$ cat src/rtl/pc_seq_pkg.sv
// pc_seq_pkg: shared state encoding, PC source and exception cause codes
// for the multicycle PC sequencer.
package pc_seq_pkg;

  localparam logic [2:0] RESET_S  = 3'd0;
  localparam logic [2:0] FETCH    = 3'd1;
  localparam logic [2:0] DECODE   = 3'd2;
  localparam logic [2:0] EXEC     = 3'd3;
  localparam logic [2:0] EXC_SAVE = 3'd4;
  localparam logic [2:0] EXC_JUMP = 3'd5;
  localparam logic [2:0] HALT     = 3'd6;

  localparam logic [1:0] PCSRC_PC4    = 2'b00;
  localparam logic [1:0] PCSRC_ALUOUT = 2'b01;
  localparam logic [1:0] PCSRC_JUMP   = 2'b10;
  localparam logic [1:0] PCSRC_EPC    = 2'b11;

  localparam logic [1:0] EXC_ILLEGAL = 2'b00;
  localparam logic [1:0] EXC_OVF     = 2'b01;
  localparam logic [1:0] EXC_TIMEOUT = 2'b10;

  typedef struct packed {
    logic [1:0] pcsrc;
    logic       pcwrite;
    logic       epcwrite;
    logic       irwrite;
    logic       memread;
    logic       epcsub;
    logic       excsel;
  } ctrl_t;

  localparam ctrl_t CTRL_IDLE = '0;

endpackage

$ cat src/rtl/pc_seq_timeout.sv
// pc_seq_timeout: 8-bit saturating fetch wait counter; hit when the
// count equals LIMIT, first while the count is still zero.
module pc_seq_timeout
  import pc_seq_pkg::*;
#(
  parameter int unsigned LIMIT = 15
) (
  input  logic clk,
  input  logic reset,
  input  logic clr,
  input  logic en,
  output logic hit,
  output logic first
);

  logic [7:0] cnt;

  always_ff @(posedge clk or negedge reset) begin
    if (!reset) begin
      cnt <= '0;
    end else if (clr) begin
      cnt <= '0;
    end else if (en && cnt != 8'hff) begin
      cnt <= cnt + 8'd1;
    end
  end

  assign hit   = (cnt == LIMIT[7:0]);
  assign first = (cnt == 8'd0);

endmodule

$ cat src/rtl/pc_seq_ctrl.sv
// pc_seq_ctrl: multicycle fetch/decode/exec sequencer driving the PC path.
// Optional PC_SEQ_RETIRE_CNT_EN adds a 32-bit retired-instruction count.
module pc_seq_ctrl
  import pc_seq_pkg::*;
#(
  parameter int unsigned MEM_TIMEOUT = 15
) (
  input  logic        clk,
  input  logic        reset,
  input  logic        mem_ready,
  input  logic        is_branch,
  input  logic        branch_ne,
  input  logic        is_jump,
  input  logic        is_eret,
  input  logic        illegal_op,
  input  logic        alu_zero,
  input  logic        overflow,
  input  logic        halt_req,
  output logic [1:0]  PCSrc,
  output logic        PCWrite,
  output logic        EPCWrite,
  output logic        IRWrite,
  output logic        MemRead,
  output logic        EpcSub,
  output logic        ExcSel,
  output logic [1:0]  ExcCause,
`ifdef PC_SEQ_RETIRE_CNT_EN
  output logic [31:0] retired,
`endif
  output logic        halted
);

  logic [2:0] state;
  logic [2:0] nxt;
  logic [1:0] cause;
  logic [1:0] cause_nxt;
  ctrl_t      ctl;
  logic       in_fetch;
  logic       to_hit;
  logic       fetch_first;

  assign in_fetch = (state == FETCH);

  pc_seq_timeout #(
    .LIMIT (MEM_TIMEOUT)
  ) u_timeout (
    .clk   (clk),
    .reset (reset),
    .clr   (!in_fetch),
    .en    (in_fetch && !mem_ready),
    .hit   (to_hit),
    .first (fetch_first)
  );

  always_comb begin
    nxt       = state;
    cause_nxt = cause;
    ctl       = CTRL_IDLE;
    unique case (state)
      RESET_S: nxt = FETCH;
      FETCH: begin
        // halt is only honoured on the first FETCH cycle
        if (fetch_first && halt_req) begin
          nxt = HALT;
        end else begin
          ctl.memread = 1'b1;
          if (mem_ready) begin
            ctl.irwrite = 1'b1;
            ctl.pcsrc   = PCSRC_PC4;
            ctl.pcwrite = 1'b1;
            nxt         = DECODE;
          end else if (to_hit) begin
            cause_nxt = EXC_TIMEOUT;
            nxt       = EXC_SAVE;
          end
        end
      end
      DECODE: begin
        if (illegal_op) begin
          cause_nxt = EXC_ILLEGAL;
          nxt       = EXC_SAVE;
        end else begin
          nxt = EXEC;
        end
      end
      EXEC: begin
        nxt = FETCH;
        if (overflow) begin
          cause_nxt = EXC_OVF;
          nxt       = EXC_SAVE;
        end else if (is_eret) begin
          ctl.pcsrc   = PCSRC_EPC;
          ctl.pcwrite = 1'b1;
        end else if (is_jump) begin
          ctl.pcsrc   = PCSRC_JUMP;
          ctl.pcwrite = 1'b1;
        end else if (is_branch) begin
          ctl.pcsrc   = PCSRC_ALUOUT;
          ctl.pcwrite = alu_zero ^ branch_ne;
        end
      end
      EXC_SAVE: begin
        ctl.epcsub   = 1'b1;
        ctl.epcwrite = 1'b1;
        ctl.excsel   = 1'b1;
        nxt          = EXC_JUMP;
      end
      EXC_JUMP: begin
        ctl.pcsrc   = PCSRC_ALUOUT;
        ctl.pcwrite = 1'b1;
        ctl.excsel  = 1'b1;
        nxt         = FETCH;
      end
      HALT: nxt = HALT;
      default: nxt = RESET_S;
    endcase
  end

  always_ff @(posedge clk or negedge reset) begin
    if (!reset) begin
      state <= RESET_S;
      cause <= EXC_ILLEGAL;
    end else begin
      state <= nxt;
      cause <= cause_nxt;
    end
  end

`ifdef PC_SEQ_RETIRE_CNT_EN
  logic [31:0] ret_q;

  always_ff @(posedge clk or negedge reset) begin
    if (!reset) begin
      ret_q <= '0;
    end else if (state == EXEC && nxt == FETCH) begin
      ret_q <= ret_q + 32'd1;
    end
  end

  assign retired = ret_q;
`endif

  assign PCSrc    = ctl.pcsrc;
  assign PCWrite  = ctl.pcwrite;
  assign EPCWrite = ctl.epcwrite;
  assign IRWrite  = ctl.irwrite;
  assign MemRead  = ctl.memread;
  assign EpcSub   = ctl.epcsub;
  assign ExcSel   = ctl.excsel;
  assign ExcCause = cause;
  assign halted   = (state == HALT);

endmodule
$ cat config.mk
export PLATFORM = sky130hd
export DESIGN_NAME = pc_seq_ctrl
export DESIGN_NICKNAME = d
export VERILOG_FILES = /design/src/rtl/pc_seq_pkg.sv /design/src/rtl/pc_seq_timeout.sv /design/src/rtl/pc_seq_ctrl.sv
export SDC_FILE = /design/constraint.sdc
export NUM_CORES = 1
export LEC_CHECK = 0
export ABC_AREA = 1
export BUFFER_PORTS_ARGS = -buffer_cell sky130_fd_sc_hd__buf_2
export CAP_MARGIN = 20
export CORE_MARGIN = 2
export CORE_UTILIZATION = 40
export DETAILED_ROUTE_END_ITERATION = 8
export MAX_ROUTING_LAYER = met4
export PLACE_DENSITY = 0.67
export RECOVER_POWER = 50
export SLEW_MARGIN = 0
export SYNTH_ARGS = -nofsm -noshare
export SYNTH_HDL_FRONTEND = slang
export SYNTH_SLANG_ARGS = --single-unit
$ cat constraint.sdc
create_clock -name clk -period 1.45 [get_ports clk]
set_input_delay 0.2175 -clock clk [delete_from_list [all_inputs] [get_ports clk]]
set_output_delay 0.2175 -clock clk [all_outputs]
set_load 0.05 [all_outputs]
Word-level counts from Yosys, hierarchy flattened
Cells that the tools add are included.

operators by class
  add/subtract/negate cells = 1
  equal/unequal tests = 15
  mux-type cells = 26
  bitwise operators = 1
  reduce and logical (&&, ||, !) cells = 10

operators with widths
  operator             number
  $mux 3               8
  $pmux 3 s6           1
  $mux 2               8
  $mux 8               2
  $eq 3x3->1 const B   3
  $pmux 3 s3           1
  $add 8x1->8 const B  1
  $eq 8x4->1 const B   1
  $logic_not 8->1      1
  $ne 2x2->1 const B   4
  $ne 8x8->1 const B   1
  $eq 3x2->1 const B   2
  $pmux 2 s3           1
  $reduce_and 6->1     1
  $mux 1               5
  $ne 2x1->1 const B   2
  $ne 4x2->1 const B   1
  $reduce_or 2->1      2
  $eq 3x1->1 const B   1
  $logic_and 1x1->1    3
  $logic_not 3->1      1
  $reduce_bool 3->1    1
  $logic_not 1->1      1
  $xor 1x1->1          1

word-level totals
  bits in registers = 13
  input port bits = 11
  output and inout bits = 11
  logic and storage cells = 56

Logic depth before layout (Yosys ltp)
Gate-level depths: netlist of the first run.

  depth in word-level cells = 6
  depth in mapped cells = 9
  gate-level depth less buffers = 9

By module
A second synthesis of the first run with hierarchy kept.

second synthesis, totals
  cell total of the unflattened synthesis = 151
  area total of the unflattened synthesis = 1037.2 µm²

modules (own cells, without submodules)
  module          times used  cells an instance  area an instance (µm²)  sequential area each (µm²)
  pc_seq_timeout  1           79                 599.3                   200.2
  pc_seq_ctrl     1           72                 437.9                   125.1

Worst setup path after synthesis of the first run
OpenSTA, ideal clock, no wires.

  path type = register -> output
  from = register state[0]
  to = output EpcSub
  data arrival time = 2008 ps
  required time = 1233 ps
  slack = -775 ps
  cell stages (with the launch flop) = 4
  buffers on the path = 2
  cells stage by stage = dfrtp_1 > buf_6 > nor3_1 > buf_4

between the ends
  word-level cells in the longest chain between the ends = 2

RTL lines
  item                      RTL line            text
  start: declaration        pc_seq_ctrl.sv:33   logic [2:0] state;
  start signal: assignment  pc_seq_ctrl.sv:124  state <= nxt;
  $eq 3x3->1                -
  $mux 1                    -
  end: declaration          pc_seq_ctrl.sv:24   output logic EpcSub,

No other way between the ends.

Worst setup path in the final report of the first run
  from = register u_timeout.cnt[1]
  to = output PCWrite

between the ends
  word-level cells in the longest chain between the ends = 4

RTL lines
  item                      RTL line              text
  start: declaration        pc_seq_timeout.sv:16  logic [7:0] cnt;
  start signal: assignment  pc_seq_timeout.sv:24  cnt <= cnt + 8'd1;
  $logic_not 8->1           pc_seq_timeout.sv:29  assign first = (cnt == 8'd0);
  $logic_and 1x1->1         pc_seq_ctrl.sv:63     if (fetch_first && halt_req) begin
  $mux 1                    pc_seq_ctrl.sv:63
  $pmux 3 s3                pc_seq_ctrl.sv:59     unique case (state)
  end: declaration          pc_seq_ctrl.sv:20     output logic PCWrite,

No other way between the ends.

==> impl_metrics.py, run 1 <==
metrics = {
    "synthesis": {
        "ys_seq_elements": 13,
        "async_flop_share_pct": 100,
        "synth_top_area_cell": "dfrtp_1",
        "ys_warn_count": 0,
        "syn-cell-area_um2": 995,
        "yosysSeqAreaShare_pct": 32.7,
        "syn_nets": 158,
        "syn_avg_cell_area_um2": 6.86,
        "synth_area_leaders": "dfrtp_1 (33%), nand2_1 (14%), nand3_1 (6.5%)",
        "synthCells": 145,
        "synth_cell_types": 26,
        "synth_edf_count": 0,
        "synth_top_area_share_pct": 32.7,
        "ys.flop_type": "dfrtp_1",
    },
    "final_layout": {
        "drive_gt1_share_pct": 56.1,
        "syn_to_final_growth_pct": 78.9,
        "antenna_cells": 0,
        "fillers": 168,
        "layout_common_cells": "buf_4 (26), nand2_1 (25), buf_6 (14)",
        "finalNonFillerCells": 235,
        "nets": 219,
        "layout_commonest_cell": "buf_4",
    },
    "clock_network": {
        "h-tree-depth": 1,
        "cts_buffers": 3,
        "cts_tree": "yes",
        "clk_path_buf_depth": 2,
        "clk_latency_ps": 290,
        "cts.sinks": 13,
        "path_clk_slew_ps": 90,
        "root_buffer": "clkbuf_4",
    },
    "place": {
        "port_buffers": 21,
        "placed_cells": 210,
        "dp_hpwl_um": 2030,
        "gp_congestion": 0.851,
    },
    "worst_setup_path": {
        "setup.worst_path.start_class": "flop",
        "slowest_delay_ps": 400,
        "end_kind": "output port",
        "worstPathCellList": "inv_2 > ha_4 > nand2_2 > nor2_2 > nand3_2 > nand2_4 > nand3_4 > buf_8",
        "arrival_ps": 1510,
        "setup.worst_path.class": "flop to output port",
        "cp_max_fo": 3,
        "slowest_stage": "dfrtp_1",
        "critPathRequiredTime_ps": 1230,
    },
    "sta": {
        "slew_violations": 0,
        "finalHoldViolations": 0,
        "worstMarginPinSlew_ps": 747,
        "clock.fmax_mhz": 579,
        "grt_setup_unrepaired": "yes",
        "post-route-min-period_ps": 1730,
        "hold-worst-slack_ps": 205,
        "layout_setup_ws_ps": -277,
        "setup_viol": 8,
        "slew_headroom_pct": 50.2,
        "skew_ps": 8.55,
        "fin_crit_sh_pct": 119,
    },
    "floorplan": {
        "core.rowCount": 18,
        "design.die.area_um2": 2900,
        "dieWidth_um": 53.9,
        "initial_core_util_pct": 41.3,
        "die_h_um": 53.9,
        "ioPinCount": 22,
        "core_region_area_um2": 2410,
    },
    "grt": {
        "grt_pass1_vias": 1198,
        "grt_max_degree": 14,
        "antenna_found_initial": 0,
        "overflow": 0,
        "grt_pass1_wl_um": 4980,
        "groute.usage.overall_pct": 25.0,
    },
    "outcome": {
        "status": "complete, but fails checks",
        "violations": "setup timing",
    },
    "route": {
        "dr.first_iter.drc_count": 24,
        "drt-total-wl_um": 3370,
        "drtPass1Iterations": 4,
        "drt.antenna.violating_nets": 0,
        "post-route-drc-count": 0,
        "wire_per_inst_um": 14.3,
        "vias": 1209,
        "viasPerCell": 5.14,
    },
    "power": {
        "power_density_nw_per_um2": 1840,
        "leakage_nw": 0.896,
        "ir_worst_vdd_v": 0.00152,
    },
    "job": {
        "cap_violations": 0,
    },
    "worst_hold_path": {
        "min_path_type": "input port to flop",
    },
}
## worst max-delay path: cells and delay by family, from the launching register on
| family | cells | cell delay (ps) |
|---|---|---|
| adder cells (fa/ha/maj) | 1 | 140 |
| flip-flops | 1 | 400 |
| AND/OR/NAND/NOR | 5 | 420 |
| buffers and inverters | 2 | 250 |
## cell usage after synthesis (2+ instances only)
cell type and number:
ha_1 2, nor2_1 16, a21oi_1 5, nand4_1 3, nor2_4 2, nand2_2 3, dfrtp_1 13, nor2_2 3
nand3_1 13, inv_2 3, buf_6 2, nor3_1 4, inv_1 15, nand2_1 37, xor2_1 3, o21ai_0 8
o21ai_1 4
## area by class of cell
| type | instances | area, um2 | share of cell area [%] |
|---|---|---|---|
| clock buffers | 4 | 26.3 | 1.48 |
| flip-flops and latches | 13 | 327 | 18.4 |
| repair buffers | 59 | 522 | 29.3 |
| well taps | 30 | 37.5 | 2.11 |
| inverters | 19 | 78.8 | 4.43 |
| multi-input cells | 110 | 788 | 44.3 |
## sequential cells by signal, summed over array words and instances (netlist names)
signal and count:
state 3, ExcCause 2, u_timeout.cnt 8
## final timing paths
check | endpoint | cells past startpoint | from | slack (ps)
setup / recovery | PCWrite | 8 | u_timeout.cnt[1] | -280
hold / removal | ExcCause[0] | 3 | overflow | 200
setup reg to reg | u_timeout.cnt[2] | 7 | state[0] | 30
hold reg to reg | ExcCause[0] | 2 | ExcCause[0] | 480
max in group asynchronous | state[1] | 2 | reset | 440
min in group asynchronous | state[0] | 2 | reset | 500
## power breakdown
group          internal, mW  switching (mW)
clock                 0.107           0.133
combinational          1.08            1.42
sequential            0.447          0.0831
total                  1.64            1.63
## cells by family (layout without fill, tap and decap cells)
logic type | after synthesis | in the layout | synth area share [%]
AO/OA/AOI/OAI | 19 | 19 | 10.2
XOR/XNOR | 3 | 3 | 2.64
adder cells (fa/ha/maj) | 2 | 2 | 2.52
buffers and inverters | 23 | 82 | 10.9
flip-flops | 13 | 13 | 32.7
AND/OR/NAND/NOR | 85 | 86 | 41.0
## metal layers
layer / up-vias / global-route usage, % / part of all wire, %
met2: 46 / 48.4 / 55
met3: 17 / 3.33 / 4.6
li1: 592 / - / -
met1: 554 / 23.4 / 36
met4: 0 / 13.2 / 3.9
met5: - / - / 0
## through the flow
step	power (mW)	setup WS [ps]	TNS [ps]	util [%]	cell area, um2
after global placement	2.21	-24.9	-28.7	54.9	1320
after detailed placement	2.25	-78.3	-141	54.9	1320
after floorplan	1.80	-88.5	-281	-	1070
after global routing	3.46	-344	-2020	73.8	1780
after CTS	2.98	-278	-1400	68.7	1660
final	3.27	-277	-1240	73.8	1780
## repair_timing
| action | CTS | global route |
|---|---|---|
| endpoints found under the hold margin | 13 | 0 |
| setup buffers | 22 | 12 |
| gates cloned | 1 | 0 |
| pin swaps | 15 | 22 |
| resized for setup | 49 | 35 |
| hold buffers | 1 | 0 |
| setup endpoints to repair | 15 | 21 |
(Power assumes the default switching activity.)
==> run 2, diff against run 1 <==
- ABC_AREA: 1 -> not set
- PLACE_DENSITY: 0.67 -> 0.68
==> impl_metrics.py, run 2 <==
metrics = {
    "synthesis": {
        "synth_cell_types": 43,
        "synth_top_area_share_pct": 35.8,
        "ys_warn_count": 0,
        "ys.flop_type": "dfrtp_1",
        "synth_edf_count": 0,
        "synth_top_area_cell": "dfrtp_1",
        "synthCells": 109,
        "syn-cell-area_um2": 910,
        "syn_avg_cell_area_um2": 8.35,
        "synth.most_common_cell": "dfrtp_1",
        "ys_seq_elements": 13,
        "synth_area_leaders": "dfrtp_1 (36%), o21ai_0 (5.0%), nor2_1 (4.5%)",
        "yosys-top-cells-count": "dfrtp_1 (13), nor2_1 (11), o21ai_0 (9), a21oi_1 (7), inv_1 (6)",
        "syn_nets": 122,
        "yosysSeqAreaShare_pct": 35.8,
        "async_flop_share_pct": 100,
    },
    "power": {
        "p_clk_share_pct": 9.5,
        "ir_worst_vdd_v": 0.00159,
        "switchingPower_mw": 1.22,
        "internal-power_mw": 1.34,
        "power_frac_seq_pct": 19.7,
        "p_comb_share_pct": 70.8,
        "leakage_nw": 0.693,
        "power_density_nw_per_um2": 1660,
        "switching_share_pct": 47.5,
    },
    "route": {
        "m1WireLength_um": 1160,
        "wl_met2_um": 1360,
        "vias": 986,
        "drtPass1Iterations": 4,
        "drt.antenna.violating_nets": 0,
        "drt-total-wl_um": 2700,
        "viasPerCell": 5.33,
        "dr.first_iter.drc_count": 23,
        "wire_per_inst_um": 14.6,
        "routed.top_layer": "met4",
        "wl_met3_um": 131,
        "post-route-drc-count": 0,
    },
    "sta": {
        "slew_violations": 0,
        "finalHoldViolations": 0,
        "skew_ps": 9.16,
        "layout_setup_ws_ps": -656,
        "tns_ps": -2810,
        "setup_viol": 11,
        "fin_crit_sh_pct": 145,
        "hold-worst-slack_ps": 291,
        "grt_setup_unrepaired": "yes",
        "worstMarginPinSlew_ps": 717,
        "post-route-min-period_ps": 2110,
        "slew_headroom_pct": 52.2,
        "clock.fmax_mhz": 475,
    },
    "outcome": {
        "status": "complete, but fails checks",
        "violations": "setup timing",
    },
    "grt": {
        "grt_pass1_vias": 955,
        "grt_max_degree": 14,
        "grt_pass1_wl_um": 4240,
        "overflow": 0,
        "groute.usage.overall_pct": 21.8,
        "antenna_found_initial": 0,
    },
    "worst_setup_path": {
        "setup.worst_path.class": "flop to output port",
        "critPathRequiredTime_ps": 1230,
        "slowest_stage": "or4_4",
        "arrival_ps": 1890,
        "critPathLaunch": "u_timeout.cnt[7]",
        "cp_num_buf_inv": 1,
        "cp_max_fo": 2,
        "end_kind": "output port",
        "setup.worst_path.start_class": "flop",
        "slowest_delay_ps": 550,
        "path_delay_family": "simple AND/OR/NAND/NOR gates",
        "worstPathCellList": "or4_4 > or2_4 > a21oi_4 > o22ai_4 > buf_6",
        "r2r_start": "u_timeout.cnt[7]",
    },
    "worst_hold_path": {
        "hold_start": "illegal_op",
        "min_path_type": "input port to flop",
    },
    "floorplan": {
        "initial_core_util_pct": 41.5,
        "core_region_area_um2": 2190,
        "dieWidth_um": 51.7,
        "core.rowCount": 17,
        "ioPinCount": 22,
        "die_h_um": 51.7,
        "design.die.area_um2": 2670,
    },
    "final_layout": {
        "nets": 171,
        "syn_to_final_growth_pct": 70.2,
        "drive_gt1_share_pct": 53.5,
        "layout_common_cells": "buf_4 (25), dfrtp_1 (12), buf_2 (11), buf_6 (11), nor2_1 (7)",
        "finalNonFillerCells": 185,
        "antenna_cells": 0,
        "utilization_pct": 70.6,
        "largest_register": "u_timeout.cnt",
        "layout_commonest_cell": "buf_4",
        "largest_reg_flops": 8,
    },
    "clock_network": {
        "root_buffer": "clkbuf_4",
        "path_clk_slew_ps": 90,
        "cts.sinks": 13,
        "h-tree-depth": 1,
        "clk_latency_ps": 290,
        "cts_buffers": 3,
        "cts_tree": "yes",
        "clk_path_buf_depth": 2,
    },
    "place": {
        "gp_congestion": 0.815,
        "dp_slack_ps": -365,
        "placed_cells": 172,
        "port_buffers": 21,
        "dp_hpwl_um": 1690,
    },
    "job": {
        "cap_violations": 0,
    },
}
-- run 2: changes by cell type after synthesis, sizes merged, moves of 3 or more --
cell | previous run | this run
and3 | 0 | 3
inv | 19 | 6
nand2 | 41 | 5
nand2b | 0 | 3
nand3 | 15 | 5
nand3b | 0 | 3
nor2 | 21 | 11
nor2b | 0 | 3
nor3 | 4 | 1
o21ai | 13 | 9
-- run 2: worst paths after layout --
path,endpoint,slack [ps],cells after the start
max,PCWrite,-660,5
max in group asynchronous,state[2],460,2
max reg2reg,state[0],-200,6
min,state[1],290,3
min reg2reg,ExcCause[0],530,2
min in group asynchronous,u_timeout.cnt[0],480,2
-- run 2: power groups by stage --
stage          sequential (mW)  clock (mW)  combinational [mW]
2_1_floorplan            0.520           0               0.958
3_3_place_gp             0.506           0                1.31
3_5_place_dp             0.505           0                1.33
4_1_cts                  0.521       0.239                1.62
5_1_grt                  0.511       0.258                1.92
6_report                 0.505       0.243                1.81
-- run 2: stage by stage --
step                      area, um2  power, mW
after floorplan                 978       1.48
after global placement         1220       1.82
after detailed placement       1220       1.83
after CTS                      1420       2.38
after global routing           1550       2.69
final                          1550       2.56
-- run 2: worst register-to-register path, stage by stage, from the launching register on --
cell,delay [ps]
dfrtp_1,390
or4_4,550
buf_4,150
buf_6,110
a21oi_2,110
or3_1,130
nand4_1,90
-- run 2: metal layers --
metal,vias up,track usage [%]
met5,-,-
met2,30,36.1
met4,0,6.58
met1,463,27.9
met3,4,2.87
li1,489,-
-- run 2: kinds of logic (layout without fill, tap and decap cells) --
family,after synthesis,in the layout,synth area share (%)
adders and majority gates,2,2,2.75
and+or+nand+nor,47,47,30.3
xor gates and xnor gates,3,3,2.89
DFF,13,13,35.8
buffers and inverters,14,62,7.43
muxes,1,1,1.10
AOI/OAI and AO/OA,29,29,19.8
-- run 2: what timing repair did --
item                                    CTS  global route
hold buffers                              1             0
endpoints found under the setup margin   17            19
buffers inserted                          4             7
pin swaps                                10            11
endpoints found under the hold margin    13             0
gates resized for setup                  41            21
-- run 2: final cells by class --
class	instances	area, um2
Timing Repair Buffer	52	425
Fill cell	162	643
Sequential cell	13	327
Tap cell	28	35.0
Multi-Input combinational cell	82	709
Inverter	6	25.0
Clock buffer	4	26.3
